===== config.mk =====
export PLATFORM = sky130hd
export DESIGN_NAME = vga_text_gen
export DESIGN_NICKNAME = d
export VERILOG_FILES = /design/src/rtl/vga_text_gen.sv
export SDC_FILE = /design/constraint.sdc
export NUM_CORES = 1
export LEC_CHECK = 0
export ABC_AREA = 0
export BUFFER_PORTS_ARGS = -buffer_cell sky130_fd_sc_hd__buf_2
export CORE_MARGIN = 8
export CORE_UTILIZATION = 30
export DETAILED_ROUTE_END_ITERATION = 8
export MAX_ROUTING_LAYER = met4
export PLACE_DENSITY_LB_ADDON = 0.15
export SETUP_SLACK_MARGIN = 0.05
export SKIP_CTS_REPAIR_TIMING = 1
export SYNTH_ARGS = -nofsm -noshare
export SYNTH_HDL_FRONTEND = slang
export SYNTH_SLANG_ARGS = --single-unit

===== constraint.sdc =====
create_clock -name VGAClk -period 2.3 [get_ports VGAClk]
set_input_delay 0.23 -clock VGAClk [delete_from_list [all_inputs] [get_ports VGAClk]]
set_output_delay 0.23 -clock VGAClk [all_outputs]
set_load 0.03 [all_outputs]

===== src/rtl/vga_text_gen.sv =====
// rtl/vga_text_gen.sv - VGA text-mode generator: raster timing, char/font fetch, pixel serialiser, blinking cursor
//
// Ports:
//   VGAClk        pixel clock
//   reset         asynchronous active-high reset
//   charAddress   screen-buffer read address (row*COLS+col), combinational from the counters
//   char          screen-buffer data, one cycle after charAddress
//   fontAddress   font ROM address {char, scanline}
//   fontRow       font ROM data, one cycle after fontAddress, bit 7 = leftmost pixel
//   cursorAddress cell index of the cursor
//   cursorEn      cursor enable
//   vga_hsync     horizontal sync (active level HS_POL)
//   vga_vsync     vertical sync (active level VS_POL)
//   vga_sig       monochrome pixel
//   vga_blank     high outside the active area
//   frameStart    one-cycle pulse with the first active pixel of a frame
module vga_text_gen #(
    parameter int H_ACTIVE   = 640,
    parameter int H_FP       = 16,
    parameter int H_SYNC     = 96,
    parameter int H_BP       = 48,
    parameter int V_ACTIVE   = 480,
    parameter int V_FP       = 10,
    parameter int V_SYNC     = 2,
    parameter int V_BP       = 33,
    parameter int HS_POL     = 0,
    parameter int VS_POL     = 0,
    parameter int CHAR_W     = 8,
    parameter int CHAR_H     = 16,
    parameter int COLS       = 80,
    parameter int ROWS       = 30,
    parameter int BLINK_LOG2 = 5
) (
    input  logic        VGAClk,
    input  logic        reset,
    output logic [11:0] charAddress,
    input  logic [7:0]  char,
    output logic [11:0] fontAddress,
    input  logic [7:0]  fontRow,
    input  logic [11:0] cursorAddress,
    input  logic        cursorEn,
    output logic        vga_hsync,
    output logic        vga_vsync,
    output logic        vga_sig,
    output logic        vga_blank,
    output logic        frameStart
);

    localparam int H_TOTAL = H_ACTIVE + H_FP + H_SYNC + H_BP;
    localparam int V_TOTAL = V_ACTIVE + V_FP + V_SYNC + V_BP;
    localparam int XW      = $clog2(H_TOTAL);
    localparam int YW      = $clog2(V_TOTAL);
    localparam int CW_LOG  = $clog2(CHAR_W);
    localparam int FW      = BLINK_LOG2 + 1;

    localparam logic [XW-1:0] X_LAST   = XW'(H_TOTAL - 1);
    localparam logic [XW-1:0] X_ACT    = XW'(H_ACTIVE);
    localparam logic [XW-1:0] X_TXT    = XW'(COLS * CHAR_W);
    localparam logic [XW-1:0] HS_START = XW'(H_ACTIVE + H_FP);
    localparam logic [XW-1:0] HS_END   = XW'(H_ACTIVE + H_FP + H_SYNC);
    localparam logic [YW-1:0] Y_LAST   = YW'(V_TOTAL - 1);
    localparam logic [YW-1:0] Y_ACT    = YW'(V_ACTIVE);
    localparam logic [YW-1:0] Y_TXT    = YW'(ROWS * CHAR_H);
    localparam logic [YW-1:0] Y_TXT_LAST = YW'(ROWS * CHAR_H - 1);
    localparam logic [YW-1:0] VS_START = YW'(V_ACTIVE + V_FP);
    localparam logic [YW-1:0] VS_END   = YW'(V_ACTIVE + V_FP + V_SYNC);
    localparam logic [3:0]    SCAN_MASK = 4'(CHAR_H - 1);
    localparam logic [2:0]    PX_MASK   = 3'(CHAR_W - 1);
    localparam logic [11:0]   COLS_W    = 12'(COLS);
    localparam logic          HS_ON     = 1'(HS_POL);
    localparam logic          VS_ON     = 1'(VS_POL);

    // Per-pixel attributes carried alongside the char/font fetch.
    typedef struct packed {
        logic       hs;
        logic       vs;
        logic       blank;
        logic       text;
        logic       cur;
        logic       first;
        logic [2:0] px;
    } pix_t;

    localparam pix_t PIX_IDLE = '{hs: ~HS_ON, vs: ~VS_ON, blank: 1'b1, text: 1'b0,
                                  cur: 1'b0, first: 1'b0, px: 3'd0};

    logic [XW-1:0] x_q, x_d;
    logic [YW-1:0] y_q, y_d;
    logic [11:0]   row_base_q, row_base_d;
    logic [FW-1:0] frame_q, frame_d;
    pix_t          s1_q, s1_d, s2_q, s2_d;
    logic [3:0]    scan1_q, scan1_d;
    logic          hsync_q, hsync_d;
    logic          vsync_q, vsync_d;
    logic          blank_q, blank_d;
    logic          sig_q, sig_d;
    logic          frame_start_q, frame_start_d;

    logic          x_wrap, y_wrap;
    logic [3:0]    scan0;
    logic          text0;

    assign x_wrap      = (x_q == X_LAST);
    assign y_wrap      = (y_q == Y_LAST);
    assign scan0       = 4'(y_q) & SCAN_MASK;
    assign text0       = (x_q < X_TXT) && (y_q < Y_TXT);
    assign charAddress = row_base_q + 12'(x_q >> CW_LOG);
    // Held at zero during reset so the ROM sees a defined address regardless of the RAM output.
    assign fontAddress = reset ? 12'd0 : {char, scan1_q};

    always_comb begin
        x_d           = x_wrap ? '0 : x_q + 1'b1;
        y_d           = y_q;
        row_base_d    = row_base_q;
        frame_d       = frame_q;
        if (x_wrap) begin
            if (y_wrap) begin
                y_d        = '0;
                row_base_d = '0;
                frame_d    = frame_q + FW'(1);
            end else begin
                y_d = y_q + 1'b1;
                // Advance only inside the text rows, so the base parks on the last row.
                if (scan0 == SCAN_MASK && y_q < Y_TXT_LAST)
                    row_base_d = row_base_q + COLS_W;
            end
        end

        s1_d.hs    = (x_q >= HS_START && x_q < HS_END) ? HS_ON : ~HS_ON;
        s1_d.vs    = (y_q >= VS_START && y_q < VS_END) ? VS_ON : ~VS_ON;
        s1_d.blank = !((x_q < X_ACT) && (y_q < Y_ACT));
        s1_d.text  = text0;
        s1_d.cur   = cursorEn && frame_q[BLINK_LOG2] && (charAddress == cursorAddress)
                     && (int'(scan0) >= CHAR_H - 2) && text0;
        s1_d.first = (x_q == '0) && (y_q == '0);
        s1_d.px    = 3'(x_q) & PX_MASK;
        scan1_d    = scan0;
        s2_d       = s1_q;

        hsync_d       = s2_q.hs;
        vsync_d       = s2_q.vs;
        blank_d       = s2_q.blank;
        frame_start_d = s2_q.first;
        sig_d         = s2_q.text && !s2_q.blank && (fontRow[3'd7 - s2_q.px] ^ s2_q.cur);
    end

    always_ff @(posedge VGAClk or posedge reset) begin
        if (reset) begin
            x_q           <= '0;
            y_q           <= '0;
            row_base_q    <= '0;
            frame_q       <= '0;
            s1_q          <= PIX_IDLE;
            s2_q          <= PIX_IDLE;
            scan1_q       <= '0;
            hsync_q       <= ~HS_ON;
            vsync_q       <= ~VS_ON;
            blank_q       <= 1'b1;
            sig_q         <= 1'b0;
            frame_start_q <= 1'b0;
        end else begin
            x_q           <= x_d;
            y_q           <= y_d;
            row_base_q    <= row_base_d;
            frame_q       <= frame_d;
            s1_q          <= s1_d;
            s2_q          <= s2_d;
            scan1_q       <= scan1_d;
            hsync_q       <= hsync_d;
            vsync_q       <= vsync_d;
            blank_q       <= blank_d;
            sig_q         <= sig_d;
            frame_start_q <= frame_start_d;
        end
    end

    assign vga_hsync  = hsync_q;
    assign vga_vsync  = vsync_q;
    assign vga_blank  = blank_q;
    assign vga_sig    = sig_q;
    assign frameStart = frame_start_q;

endmodule

# Word-level counts from Yosys, hierarchy flattened
# Index checks and enable logic that the tools add are counted.
# word_totals
elab_cells	71
reg_bits	65
input_bits	31
out_inout_bits	29
# classes
reduce_logical	18
bitwise_logic	1
mux	9
n_eq_ne	4
n_addsub	6
order_cmp	9
# ops
cell	n
$mux 12	3
$lt 10x9->1 const B	3
$add 10x1->10 const B	2
$eq 10x10->1 const B	2
$logic_not 10->1	2
$lt 10x10->1 const B	2
$mux 10	2
$add 12x7->12	1
$add 12x7->12 const B	1
$eq 12x12->1	1
$logic_and 1x1->1	11
$ge 10x10->1 const B	1
$ge 10x9->1 const B	1
$add 6x1->6 const B	1
$eq 4x4->1 const B	1
$ge 4x4->1 const B	1
$lt 3x4->1 const B	1
$reduce_and 2->1	2
$bmux 1 s3	1
$mux 1	3
$sub 3x3->3 const A	1
$logic_not 1->1	2
$reduce_bool 2->1	1
$xor 1x1->1	1

# Longest topological paths before layout
# depth
word_depth	5
ltp_mapped	8
ltp_nobuf	6

# Worst setup path before layout
# OpenSTA, ideal clock, no wires.
# synth_timing
kind	register to register
start	reg x_q[8]
end	reg s1_q[4] in the netlist's numbering
period_less_slack_ps	2281
t_arrival_ps	2169
slack_ps	19
path_buffers	0
required_ps	2189
stages_incl_launch_ff	6
setup_ps	111
path_cell_list	dfrtp_1 -> ha_1 -> xor3_1 -> or4_1 -> or4_1 -> a2111oi_2
# synth_rtl
item	line_no	text
start, declared	87	logic [XW-1:0] x_q, x_d;
start signal, assigned	149	x_q <= '0;
start signal, assigned	162	x_q <= x_d;
end signal, assigned	153	s1_q <= PIX_IDLE;
end signal, assigned	166	s1_q <= s1_d;
end, declared	91	pix_t s1_q, s1_d, s2_q, s2_d;

# Worst setup path in the final report
# layout_timing
start	reg x_q[8]
end	out charAddress[8]
# layout_between
elab_chain_len	1
# layout_lines
item	line_no	text
$add 12x7->12	107	assign charAddress = row_base_q + 12'(x_q >> CW_LOG);
end, declared	36	output logic [11:0] charAddress,
# No other way between the ends.

==> reports/results.ini <==
[placed_design]
hpwlAfterDp_microns=5340
dp_cells=480
place_congestion=0.775
port_buffers=59
pre_cts_ws_ps=102

[clock_tree]
htree_levels=3
cts-root-buf=clkbuf_8
clock_path_buffers=2
cts_sinks=61
clkSlewWorstSetupHoldPaths_ps=70
clock_latency_ps=340
cts_tree=built
cts_made_buffers=9

[timing]
hold_violations=0
holdWs_ps=48.5
max_freq_mhz=448
maxSlewHeadroom_pct=73.7
setup_viol=0
rsz0062_at_grt=true
tightestPinTransition_ps=392
fin_ws_ps=69.1
drv_slew=0
fin_crit_ps=2230
fin_skew_ps=12.3
fin_crit_sh_pct=97.0

[floorplan]
core_sq_um=10200
placementRows=37
chipHeight_microns=118
io_pins=60
initial_core_util_pct=30.5
dieWidth_microns=118
dieArea_sq_um=13900

[pwr]
p_sw_share_pct=21.4
p_seq_share_pct=48.0
comb_power_share_pct=4.9
max-vdd-ir-drop_v=0.000319
power_uw=2240
leakage_uw=0.00186
power.density_nw_per_um2=567
power.switching_uw=479
power.internal_uw=1760
power.share.clock_pct=47.1

[global_route]
grt_use_met1_pct=13.5
busiest_layer=met2
grt_use_met3_pct=2.45
grt_antenna_before_repair=0
grt_max_degree=62
grt_pass1_vias=2408
grt_pass1_wl_microns=12000
use_met2_pct=16.7
grt_overflow_total=0
grt_usage_pct=11.0

[synth]
ys_async_sr_fraction_pct=100
ys_ff_latch=61
synth_top_area_share_pct=41.9
synth_commonest_cells=dfrtp_1 (52), xnor2_1 (21), nand3_1 (15), nor2b_1 (15)
syn-num-nets=325
ys_seq_area_share_pct=49.5
yosysWarnings=0
synth_ff_type=dfrtp_1
syn-instance-count=284
synth_cell_types=49
synth_edf_count=0
yosysTopAreaCell=dfrtp_1
syn_area_sq_um=3110
synth.area.top_cells=dfrtp_1 (42%), dfstp_2 (7.6%), xnor2_1 (5.9%), ha_1 (4.0%), xor2_1 (3.4%)
synth.most_common_cell=dfrtp_1
syn_avg_cell_area_sq_um=10.9

[critical_path]
critical_path.max_fanout=4
worst_ep_required_time_ps=2070
path_class=register to output pin
worstPathArrival_ps=2000
endpoint_kind=output pin
start_kind=register

[drt]
drtIter0Drc=179
ant_nets=0
drt-total-wl_microns=7250
drtPass1Iterations=4
avgViaCountPerCell=4.69
drc=0
vias=2329
wl_per_cell_microns=14.6

[cells_and_area]
drive_above_1_share_pct=33.0
syn2layout_area_growth_pct=27.1
diodes=0
instances_no_fill=497
final_nets=397

[flow_run]
maxCapViolations=0

[run_status]
status=finished, final reports clean

[min_path]
hold_class=input pin to asynchronous set/reset pin

-- registers in the layout, summed over array words and instances (netlist names), 4 cells and up --
register,count
row_base_q,8
x_q,10
scan1_q,4
frame_q,6
s1_q,9
y_q,10
s2_q,5
-- layout by cell type (no fill, tap or decap), drive strengths merged, types with 12 or more instances in the layout --
| master | n |
|---|---|
| nand3 | 15 |
| nor2 | 13 |
| xor2 | 12 |
| buf | 81 |
| xnor2 | 21 |
| nor2b | 15 |
| clkbuf | 12 |
| dfrtp | 52 |
-- per-stage QoR --
step / utilization (%) / TNS, ps / instance area, sq um
after global routing: 38.8 / 0 / 3950
final: 38.8 / 0 / 3950
after CTS: 38.1 / -192 / 3880
after detailed placement: 36.0 / 0 / 3660
after global placement: 36.0 / 0 / 3660
after floorplan: - / 0 / 3120
-- kinds of logic (layout without fill, tap and decap cells) --
family / Yosys count / count (layout) / share of synthesized area, %
AOI/OAI and AO/OA: 33 / 33 / 6.85
xor gates and xnor gates: 36 / 36 / 11.5
adders and majority gates: 10 / 10 / 4.03
buffers and inverters: 27 / 104 / 3.75
DFF: 61 / 61 / 49.5
muxes: 7 / 7 / 3.14
and+or+nand+nor: 110 / 110 / 21.2
-- power groups by stage --
stage | combinational (uW) | clock, uW | sequential (uW)
finish | 109 | 1060 | 1070
global route | 121 | 1130 | 1070
CTS | 111 | 1090 | 1070
detailed placement | 111 | 0 | 1090
global placement | 110 | 0 | 1090
floorplan | 59.3 | 0 | 1100
-- area by class of cell --
class / instances / area (sq um)
sequential: 61 / 1540
clock buffer: 12 / 145
timing repair buffer: 81 / 475
clock inverter: 4 / 72.6
tap: 136 / 170
fill: 1042 / 6240
multi-input combinational: 196 / 1520
inverter: 7 / 26.3
-- final timing paths --
kind	cells past startpoint	from	end	slack, ps
worst max register to register	5	x_q[7]	s1_q[4]	110
min in group VGAClk	3	cursorAddress[7]	s1_q[4]	320
worst min-delay path	3	reset	y_q[5]	50
worst min register to register	0	s1_q[5]	s2_q[5]	340
worst max-delay path	5	x_q[8]	charAddress[8]	70
max in group asynchronous	3	reset	hsync_d	1920
-- worst max-delay path, stage by stage (launching register included) --
cell and delay, ps:
dfrtp_1 410, ha_4 310, a211oi_2 90, or3b_2 530
xnor2_2 150, buf_4 170
-- layer usage --
metal  share of wire, %  vias up  wire length, microns
met5                  0        -                     0
met4                2.2        0                   156
met3                3.7       14                   270
met2                 47       42                  3380
met1                 47     1124                  3450
li1                   -     1149                     -
No activity file was read; power rests on OpenSTA's default activity.
